### src/rtl/lsu_unit_pkg.sv
// Shared types and constants for the load/store unit.
package lsu_unit_pkg;

    typedef enum logic [1:0] {
        IDLE,
        REQ,
        WAIT
    } lsu_fsm_t;

    typedef enum logic [1:0] {
        OP_NONE,
        OP_LOAD,
        OP_STORE
    } lsu_op_typ_t;

    typedef enum logic [2:0] {
        LSU_B,
        LSU_H,
        LSU_W,
        LSU_BU,
        LSU_HU
    } lsu_width_t;

    localparam logic [3:0] CAUSE_LD_MISALIGNED   = 4'd4;
    localparam logic [3:0] CAUSE_LD_ACCESS_FAULT = 4'd5;
    localparam logic [3:0] CAUSE_ST_MISALIGNED   = 4'd6;
    localparam logic [3:0] CAUSE_ST_ACCESS_FAULT = 4'd7;

    // Op as presented by the execute stage.
    typedef struct packed {
        lsu_op_typ_t op_typ;
        lsu_width_t  width;
        logic [31:0] addr;
        logic [31:0] wdata;
    } s_lsu_op;

    typedef struct packed {
        logic [3:0]  cause;
        logic [31:0] mtval;
    } s_trap_info;

    // Op captured in IDLE; store lanes/strobes are already formatted.
    typedef struct packed {
        logic        we;
        lsu_width_t  width;
        logic [31:0] addr;
        logic [4:0]  rd;
        logic [3:0]  wstrb;
        logic [31:0] wdata;
    } s_lsu_req_t;

endpackage

### src/rtl/lsu_data_align.sv
// Byte-lane handling: store strobes/replication, load lane select and
// extension, and misalignment detection.
module lsu_data_align
    import lsu_unit_pkg::*;
(
    input  lsu_width_t  width,
    input  logic [1:0]  addr_lo,
    input  logic [31:0] wdata,
    input  logic [31:0] rdata,
    output logic [3:0]  wstrb,
    output logic [31:0] wdata_lane,
    output logic [31:0] rdata_ext,
    output logic        misaligned
);

    logic [31:0] rdata_shift;

    // Decode lanes and extension for the selected access width.
    always_comb begin
        rdata_shift = rdata >> {addr_lo, 3'b000};
        wstrb       = 4'b0001 << addr_lo;
        wdata_lane  = {4{wdata[7:0]}};
        rdata_ext   = rdata;
        misaligned  = 1'b0;
        case (width)
            LSU_B: begin
                rdata_ext = {{24{rdata_shift[7]}}, rdata_shift[7:0]};
            end
            LSU_BU: begin
                rdata_ext = {24'h000000, rdata_shift[7:0]};
            end
            LSU_H: begin
                wstrb      = 4'b0011 << addr_lo;
                wdata_lane = {2{wdata[15:0]}};
                rdata_ext  = {{16{rdata_shift[15]}}, rdata_shift[15:0]};
                misaligned = addr_lo[0];
            end
            LSU_HU: begin
                wstrb      = 4'b0011 << addr_lo;
                wdata_lane = {2{wdata[15:0]}};
                rdata_ext  = {16'h0000, rdata_shift[15:0]};
                misaligned = addr_lo[0];
            end
            LSU_W: begin
                wstrb      = 4'b1111;
                wdata_lane = wdata;
                rdata_ext  = rdata;
                misaligned = |addr_lo;
            end
            default: begin
                misaligned = 1'b0;
            end
        endcase
    end

endmodule

### src/rtl/lsu_unit.sv
// Load/store unit: one op at a time on a single-outstanding req/rsp bus,
// backpressuring execute until the op completes.
module lsu_unit
    import lsu_unit_pkg::*;
#(
    parameter int ADDR_W      = 32,
    parameter int DATA_W      = 32,
    parameter int BUS_TIMEOUT = 256
) (
    input  logic              clk,
    input  logic              rst,
    input  s_lsu_op           lsu_i,
    input  logic [4:0]        rd_addr_i,
    output logic              lsu_bp_o,
    output logic              req_valid_o,
    input  logic              req_ready_i,
    output logic [ADDR_W-1:0] req_addr_o,
    output logic              req_we_o,
    output logic [DATA_W-1:0] req_wdata_o,
    output logic [3:0]        req_wstrb_o,
    input  logic              rsp_valid_i,
    input  logic [DATA_W-1:0] rsp_data_i,
    input  logic              rsp_err_i,
    output logic              ld_valid_o,
    output logic [4:0]        ld_rd_addr_o,
    output logic [31:0]       ld_data_o,
    output logic              trap_o,
    output s_trap_info        trap_info_o
);

    // A zero timeout still needs a legal 1-bit counter.
    localparam int          CW      = (BUS_TIMEOUT > 0) ? $clog2(BUS_TIMEOUT + 1) : 1;
    localparam logic [CW-1:0] TMO_MAX = CW'(BUS_TIMEOUT);

    lsu_fsm_t   state;
    lsu_fsm_t   state_nxt;
    s_lsu_req_t cap;
    logic [CW-1:0] tmo_cnt;

    lsu_width_t  sel_width;
    logic [1:0]  sel_addr_lo;
    logic [3:0]  al_wstrb;
    logic [31:0] al_wdata;
    logic [31:0] al_rdata;
    logic        al_misaligned;

    logic op_valid;
    logic op_ok;
    logic op_bad;
    logic timeout;

    // The aligner sees the incoming op in IDLE and the captured op otherwise.
    assign sel_width   = (state == IDLE) ? lsu_i.width     : cap.width;
    assign sel_addr_lo = (state == IDLE) ? lsu_i.addr[1:0] : cap.addr[1:0];

    lsu_data_align u_align (
        .width      (sel_width),
        .addr_lo    (sel_addr_lo),
        .wdata      (lsu_i.wdata),
        .rdata      (rsp_data_i[31:0]),
        .wstrb      (al_wstrb),
        .wdata_lane (al_wdata),
        .rdata_ext  (al_rdata),
        .misaligned (al_misaligned)
    );

    assign op_valid = (lsu_i.op_typ == OP_LOAD) || (lsu_i.op_typ == OP_STORE);
    assign op_ok    = (state == IDLE) && op_valid && !al_misaligned;
    assign op_bad   = (state == IDLE) && op_valid && al_misaligned;
    assign timeout  = (BUS_TIMEOUT != 0) && (state == WAIT) && (tmo_cnt == TMO_MAX);

    // State register.
    always_ff @(posedge clk) begin
        if (!rst) state <= IDLE;
        else      state <= state_nxt;
    end

    // Next state, bus request and backpressure; bp drops in the completing
    // cycle (response or timeout) so execute advances exactly once.
    always_comb begin
        state_nxt   = state;
        lsu_bp_o    = 1'b0;
        req_valid_o = 1'b0;
        req_addr_o  = '0;
        req_we_o    = 1'b0;
        req_wdata_o = '0;
        req_wstrb_o = 4'b0000;
        case (state)
            IDLE: begin
                if (op_ok) begin
                    lsu_bp_o  = 1'b1;
                    state_nxt = REQ;
                end
            end
            REQ: begin
                lsu_bp_o    = 1'b1;
                req_valid_o = 1'b1;
                req_addr_o  = ADDR_W'({cap.addr[31:2], 2'b00});
                req_we_o    = cap.we;
                req_wdata_o = DATA_W'(cap.wdata);
                req_wstrb_o = cap.wstrb;
                if (req_ready_i) state_nxt = WAIT;
            end
            WAIT: begin
                if (rsp_valid_i || timeout) state_nxt = IDLE;
                else                         lsu_bp_o  = 1'b1;
            end
            default: state_nxt = IDLE;
        endcase
    end

    // Capture the accepted op; pure data, qualified by the FSM.
    always_ff @(posedge clk) begin
        if (op_ok) begin
            cap.we    <= (lsu_i.op_typ == OP_STORE);
            cap.width <= lsu_i.width;
            cap.addr  <= lsu_i.addr;
            cap.rd    <= rd_addr_i;
            cap.wstrb <= al_wstrb;
            cap.wdata <= al_wdata;
        end
    end

    // Bus timeout counter: cleared on request accept, saturating in WAIT.
    always_ff @(posedge clk) begin
        if (!rst) begin
            tmo_cnt <= '0;
        end else if (state == REQ && req_ready_i) begin
            tmo_cnt <= '0;
        end else if (state == WAIT && tmo_cnt != TMO_MAX) begin
            tmo_cnt <= tmo_cnt + 1'b1;
        end
    end

    // Registered writeback and trap pulses.
    always_ff @(posedge clk) begin
        if (!rst) begin
            ld_valid_o   <= 1'b0;
            ld_rd_addr_o <= 5'd0;
            ld_data_o    <= 32'd0;
            trap_o       <= 1'b0;
            trap_info_o  <= '0;
        end else begin
            ld_valid_o <= 1'b0;
            trap_o     <= 1'b0;
            if (op_bad) begin
                trap_o            <= 1'b1;
                trap_info_o.cause <= (lsu_i.op_typ == OP_STORE) ? CAUSE_ST_MISALIGNED
                                                                : CAUSE_LD_MISALIGNED;
                trap_info_o.mtval <= lsu_i.addr;
            end else if (state == WAIT && (rsp_valid_i ? rsp_err_i : timeout)) begin
                trap_o            <= 1'b1;
                trap_info_o.cause <= cap.we ? CAUSE_ST_ACCESS_FAULT : CAUSE_LD_ACCESS_FAULT;
                trap_info_o.mtval <= cap.addr;
            end else if (state == WAIT && rsp_valid_i && !cap.we) begin
                ld_valid_o   <= 1'b1;
                ld_rd_addr_o <= cap.rd;
                ld_data_o    <= al_rdata;
            end
        end
    end

endmodule

### config.mk
export PLATFORM = sky130hd
export DESIGN_NAME = lsu_unit
export DESIGN_NICKNAME = d
export VERILOG_FILES = /design/src/rtl/lsu_unit_pkg.sv /design/src/rtl/lsu_data_align.sv /design/src/rtl/lsu_unit.sv
export SDC_FILE = /design/constraint.sdc
export NUM_CORES = 1
export LEC_CHECK = 0
export BUFFER_PORTS_ARGS = -buffer_cell sky130_fd_sc_hd__buf_2
export CAP_MARGIN = 20
export CELL_PAD_IN_SITES_DETAIL_PLACEMENT = 0
export CELL_PAD_IN_SITES_GLOBAL_PLACEMENT = 1
export CORE_MARGIN = 2
export CORE_UTILIZATION = 38
export DETAILED_ROUTE_END_ITERATION = 8
export PLACE_DENSITY = 0.8
export SLEW_MARGIN = 20
export SYNTH_ARGS = -nofsm -noshare
export SYNTH_HDL_FRONTEND = slang
export SYNTH_SLANG_ARGS = --single-unit
### constraint.sdc
create_clock -name clk -period 12.1 [get_ports clk]
set_input_delay 2.42 -clock clk [delete_from_list [all_inputs] [get_ports clk]]
set_output_delay 2.42 -clock clk [all_outputs]
set_load 0.02 [all_outputs]
==> results.rst <==
.. list-table::
   :header-rows: 1

   * - Metric
     - Value
   * - Remaining max-slew budget at the tightest pin
     - 28.2%
   * - H-tree depth
     - 4
   * - Largest stage delay on the critical path
     - 0.57 ns
   * - Clock tree from TritonCTS
     - done
   * - Post-cts repair resize count
     - 0
   * - Clock input transition at the sequential cells of the worst setup and hold paths
     - 0.07 ns
   * - Share of total power in sequential cells
     - 44.7%
   * - Detailed router's first-iteration violation count
     - 324
   * - Post-Synthesis Cell Area
     - 7380 um^2
   * - ANT cells
     - 0
   * - Average via count per standard cell
     - 4.98
   * - Worst min-delay path category
     - reg2reg
   * - Width of the die
     - 143 um
   * - Total DRC errors in the routed layout
     - 0
   * - Relative contribution of combinational cells to total power
     - 20.2%
   * - Multi-input logic area
     - 3090 um^2
   * - Number of antenna violations at the first check in global routing
     - 2
   * - Post-CTS setup repair buffer count
     - 0
   * - Endpoint kind of the worst setup timing path
     - output port
   * - Primary FF master, synth
     - sky130_fd_sc_hd__dfxtp_1
   * - Number of hold violations in the final report
     - 0
   * - Final total negative setup slack
     - 0 ns
   * - Area taken by flip-flops and latches
     - 4010 um^2
   * - Kind of start point of the critical path
     - input port
   * - Number of CTS-inserted buffers
     - 17
   * - Number of distinct library cells after synthesis
     - 58
   * - Switching share of power
     - 30.1%
   * - Average wire per standard cell
     - 17.2 um
   * - Cell with the largest stage delay on the worst path
     - sky130_fd_sc_hd__o32ai_2
   * - Count of input and output buffers
     - 253
   * - Cell area reported after detailed placement
     - 8810 um^2
   * - Lkg Pwr
     - 4.18 nW
   * - Core area
     - 18,900 um^2
   * - Post-route worst hold slack
     - 0.455 ns
   * - Std cell rows
     - 50
   * - HPWL Detailed
     - 14,200 um
   * - Worst ir drop on vdd
     - 0.0000907 V
   * - Share of cells above drive strength 1
     - 36.0%
   * - Starting density of the core
     - 39.1%
   * - Pin count of the biggest net entering global routing
     - 80
   * - Final period demand of the worst path
     - 7.36 ns
   * - Number of enable-type register cells in the synthesized netlist
     - 77
   * - Buffer type at the clock tree root
     - sky130_fd_sc_hd__clkbuf_16
   * - Internal
     - 1.03 mW
   * - Final worst clock skew
     - 0.0107 ns
   * - Total congestion overflow
     - 0
   * - Vias
     - 5,924
   * - Detail Route Antenna Nets
     - 0
   * - Status
     - completed
   * - Final design area excluding fillers
     - 9370 um^2
   * - Relative contribution of the clock network to total power
     - 35.0%
   * - Global-route wire length before repair
     - 30,800 um
   * - 1st-pass router iterations
     - 5
   * - Count of nets after finishing
     - 1,030
   * - Total track usage
     - 19.5%
   * - RSZ-0062 raised after global routing
     - no
   * - Slew at the pin closest to its max-slew limit
     - 1.08 ns
   * - Number of top-level pins
     - 257
   * - Routed Wire Length
     - 20,400 um
   * - Last weighted congestion value of the routability-driven placer
     - 0.835
   * - Number of hold buffers added after CTS
     - 0
   * - Total Die Area
     - 20,600 um^2
   * - Highest achievable clock rate
     - 136 MHz
   * - Worst endpoint required time
     - 9.68 ns
   * - Switching power
     - 0.447 mW
   * - Die boundary height
     - 143 um
   * - Worst path arrival time
     - 4.94 ns
   * - Part of the Yosys area used for sequential elements
     - 54.4%
   * - Mean Syn Cell Area
     - 10.8 um^2
   * - Max-cap check violation count
     - 0
   * - Skew-Pair Late Insertion Delay
     - 0.42 ns
   * - Instance count of the mapped netlist
     - 685
   * - List of cells traversed by the critical path
     - buf_2 -> or3_1 -> o32ai_2 -> a22o_1 -> nor3_2 -> buf_4 -> or3_1 -> buf_2
   * - Worst Slack Setup Final
     - 4.74 ns
   * - Number of global-route vias before repair
     - 5,707
   * - Count of final setup violators
     - 0
   * - Buffer depth of the longest clock path
     - 2
   * - Setup Slack @ Placement
     - 4.71 ns
   * - Count of synthesis-stage warnings from yosys
     - 0
   * - Share of flip-flops with an asynchronous set or reset
     - 0%
   * - Type of the worst setup path
     - in2out
   * - CTS sink cnt
     - 162
   * - Area overhead of the layout relative to synthesis
     - 27.0%
   * - Number of fill cells
     - 1,840
   * - Cell area power density
     - 158 nW/um^2
   * - Crit path max fanout
     - 79
   * - Final Cycle Share
     - 60.9%
   * - Total count of max-transition violations in the final report
     - 0
   * - Register bit total from synthesis
     - 162
-- cells in the mapped netlist, drive strengths merged (2+ instances only) --
cell | count | area, um^2
o21ai | 41 | 220
nor3 | 8 | 40.0
nand3 | 23 | 115
xnor2 | 6 | 52.6
o21a | 3 | 22.5
o221a | 8 | 90.1
nor2b | 3 | 18.8
and2 | 70 | 438
buf | 21 | 134
nor2 | 29 | 109
nand2b | 5 | 31.3
mux2i | 46 | 464
nand4 | 2 | 12.5
edfxtp | 77 | 2310
inv | 12 | 45.0
dfxtp | 85 | 1700
a21oi | 40 | 204
o31ai | 3 | 32.5
a21boi | 5 | 37.5
o31a | 2 | 18.8
or3 | 2 | 12.5
nand2 | 62 | 233
o211ai | 2 | 15.0
clkbuf | 31 | 119
ha | 3 | 37.5
o2bb2ai | 8 | 70.1
a22oi | 7 | 52.6
nor4b | 2 | 17.5
xor2 | 7 | 61.3
a21o | 16 | 120
a22o | 8 | 70.1
o32ai | 7 | 61.3
mux2 | 20 | 233
nor3b | 2 | 15.0
a222oi | 8 | 80.1
-- final timing paths --
check	startpoint	end	slack [ns]	cells after the start
worst max-delay path	lsu_i[65]	lsu_bp_o	4.74	8
worst min-delay path	ld_data_o[6]$_SDFFE_PN0P_	ld_data_o[6]$_SDFFE_PN0P_	0.45	2
worst max register to register	state[1]$_SDFFE_PN0P_	state[0]$_SDFFE_PN0P_	9.22	7
worst min register to register	ld_data_o[6]$_SDFFE_PN0P_	ld_data_o[6]$_SDFFE_PN0P_	0.45	2
-- cells in the final DEF (no fill, tap or decap), types with 9 or more instances in the layout --
master and instances:
sky130_fd_sc_hd__dfxtp_1 85, sky130_fd_sc_hd__mux2i_1 45, sky130_fd_sc_hd__a21o_1 16, sky130_fd_sc_hd__nor2_1 29
sky130_fd_sc_hd__buf_4 9, sky130_fd_sc_hd__nand3_1 23, sky130_fd_sc_hd__clkbuf_16 17, sky130_fd_sc_hd__mux2_2 18
sky130_fd_sc_hd__o21ai_0 35, sky130_fd_sc_hd__inv_1 12, sky130_fd_sc_hd__edfxtp_1 77, sky130_fd_sc_hd__and2_1 69
sky130_fd_sc_hd__nand2_1 61, sky130_fd_sc_hd__a21oi_1 39, sky130_fd_sc_hd__buf_2 253
-- kinds of logic (layout without fill, tap and decap cells) --
kind of cell	count (synthesis)	in the layout	share of synthesized area, %
buffers and inverters	64	306	4.04
XOR/XNOR	13	13	1.54
adder cells (fa/ha/maj)	3	3	0.509
other	1	3	0.0508
AO/OA/AOI/OAI	162	162	15.3
AND/OR/NAND/NOR	214	214	14.8
flip-flops	162	162	54.4
multiplexers	66	66	9.44
-- critical path, delay by kind of cell --
| family | cells | cell delay [ns] |
|---|---|---|
| compound gates | 2 | 0.89 |
| buf+inv | 3 | 0.72 |
| simple gates | 3 | 0.86 |
-- flip-flops by register name (all words and copies together), names as in the netlist --
signal	cells
cap	77
ld_data_o	32
ld_rd_addr_o	5
ld_valid_o	1
state	2
tmo_cnt	9
trap_info_o	35
trap_o	1
-- layout make-up --
class                   count  share of cell area, %
clock buffers              18                   4.58
clock inverters            14                   1.38
inverters                  12                  0.481
multi-input cells         461                   33.0
flip-flops and latches    162                   42.8
well taps                 260                   3.47
repair buffers            262                   14.2
-- stage by stage --
stage | cells | power (mW) | utilization [%]
after global routing | 1189 | 1.55 | 49.6
after CTS | 1189 | 1.50 | 49.6
after floorplan | 687 | 0.877 | -
after global placement | 1157 | 0.974 | 46.6
after detailed placement | 1157 | 0.977 | 46.6
final | 1189 | 1.48 | 49.6
-- routing by layer --
metal  wire length [um]  track usage (%)  share of wire, %  up-vias
met2               9850             32.2                48      197
met3               1390             6.43               6.8       29
li1                   -                -                 -     2929
met1               8670             24.0                42     2769
met5                  0                0                 0        -
met4                497             7.02               2.4        0
-- power groups by stage --
stage                     sequential (mW)  combinational, mW  clock, mW
after floorplan                     0.692              0.184          0
after global placement              0.673              0.301          0
final                               0.662              0.300      0.519
after global routing                0.669              0.326      0.553
after detailed placement            0.675              0.302          0
after CTS                           0.663              0.302      0.531
Note: power is estimated with default switching activity, not from simulation.
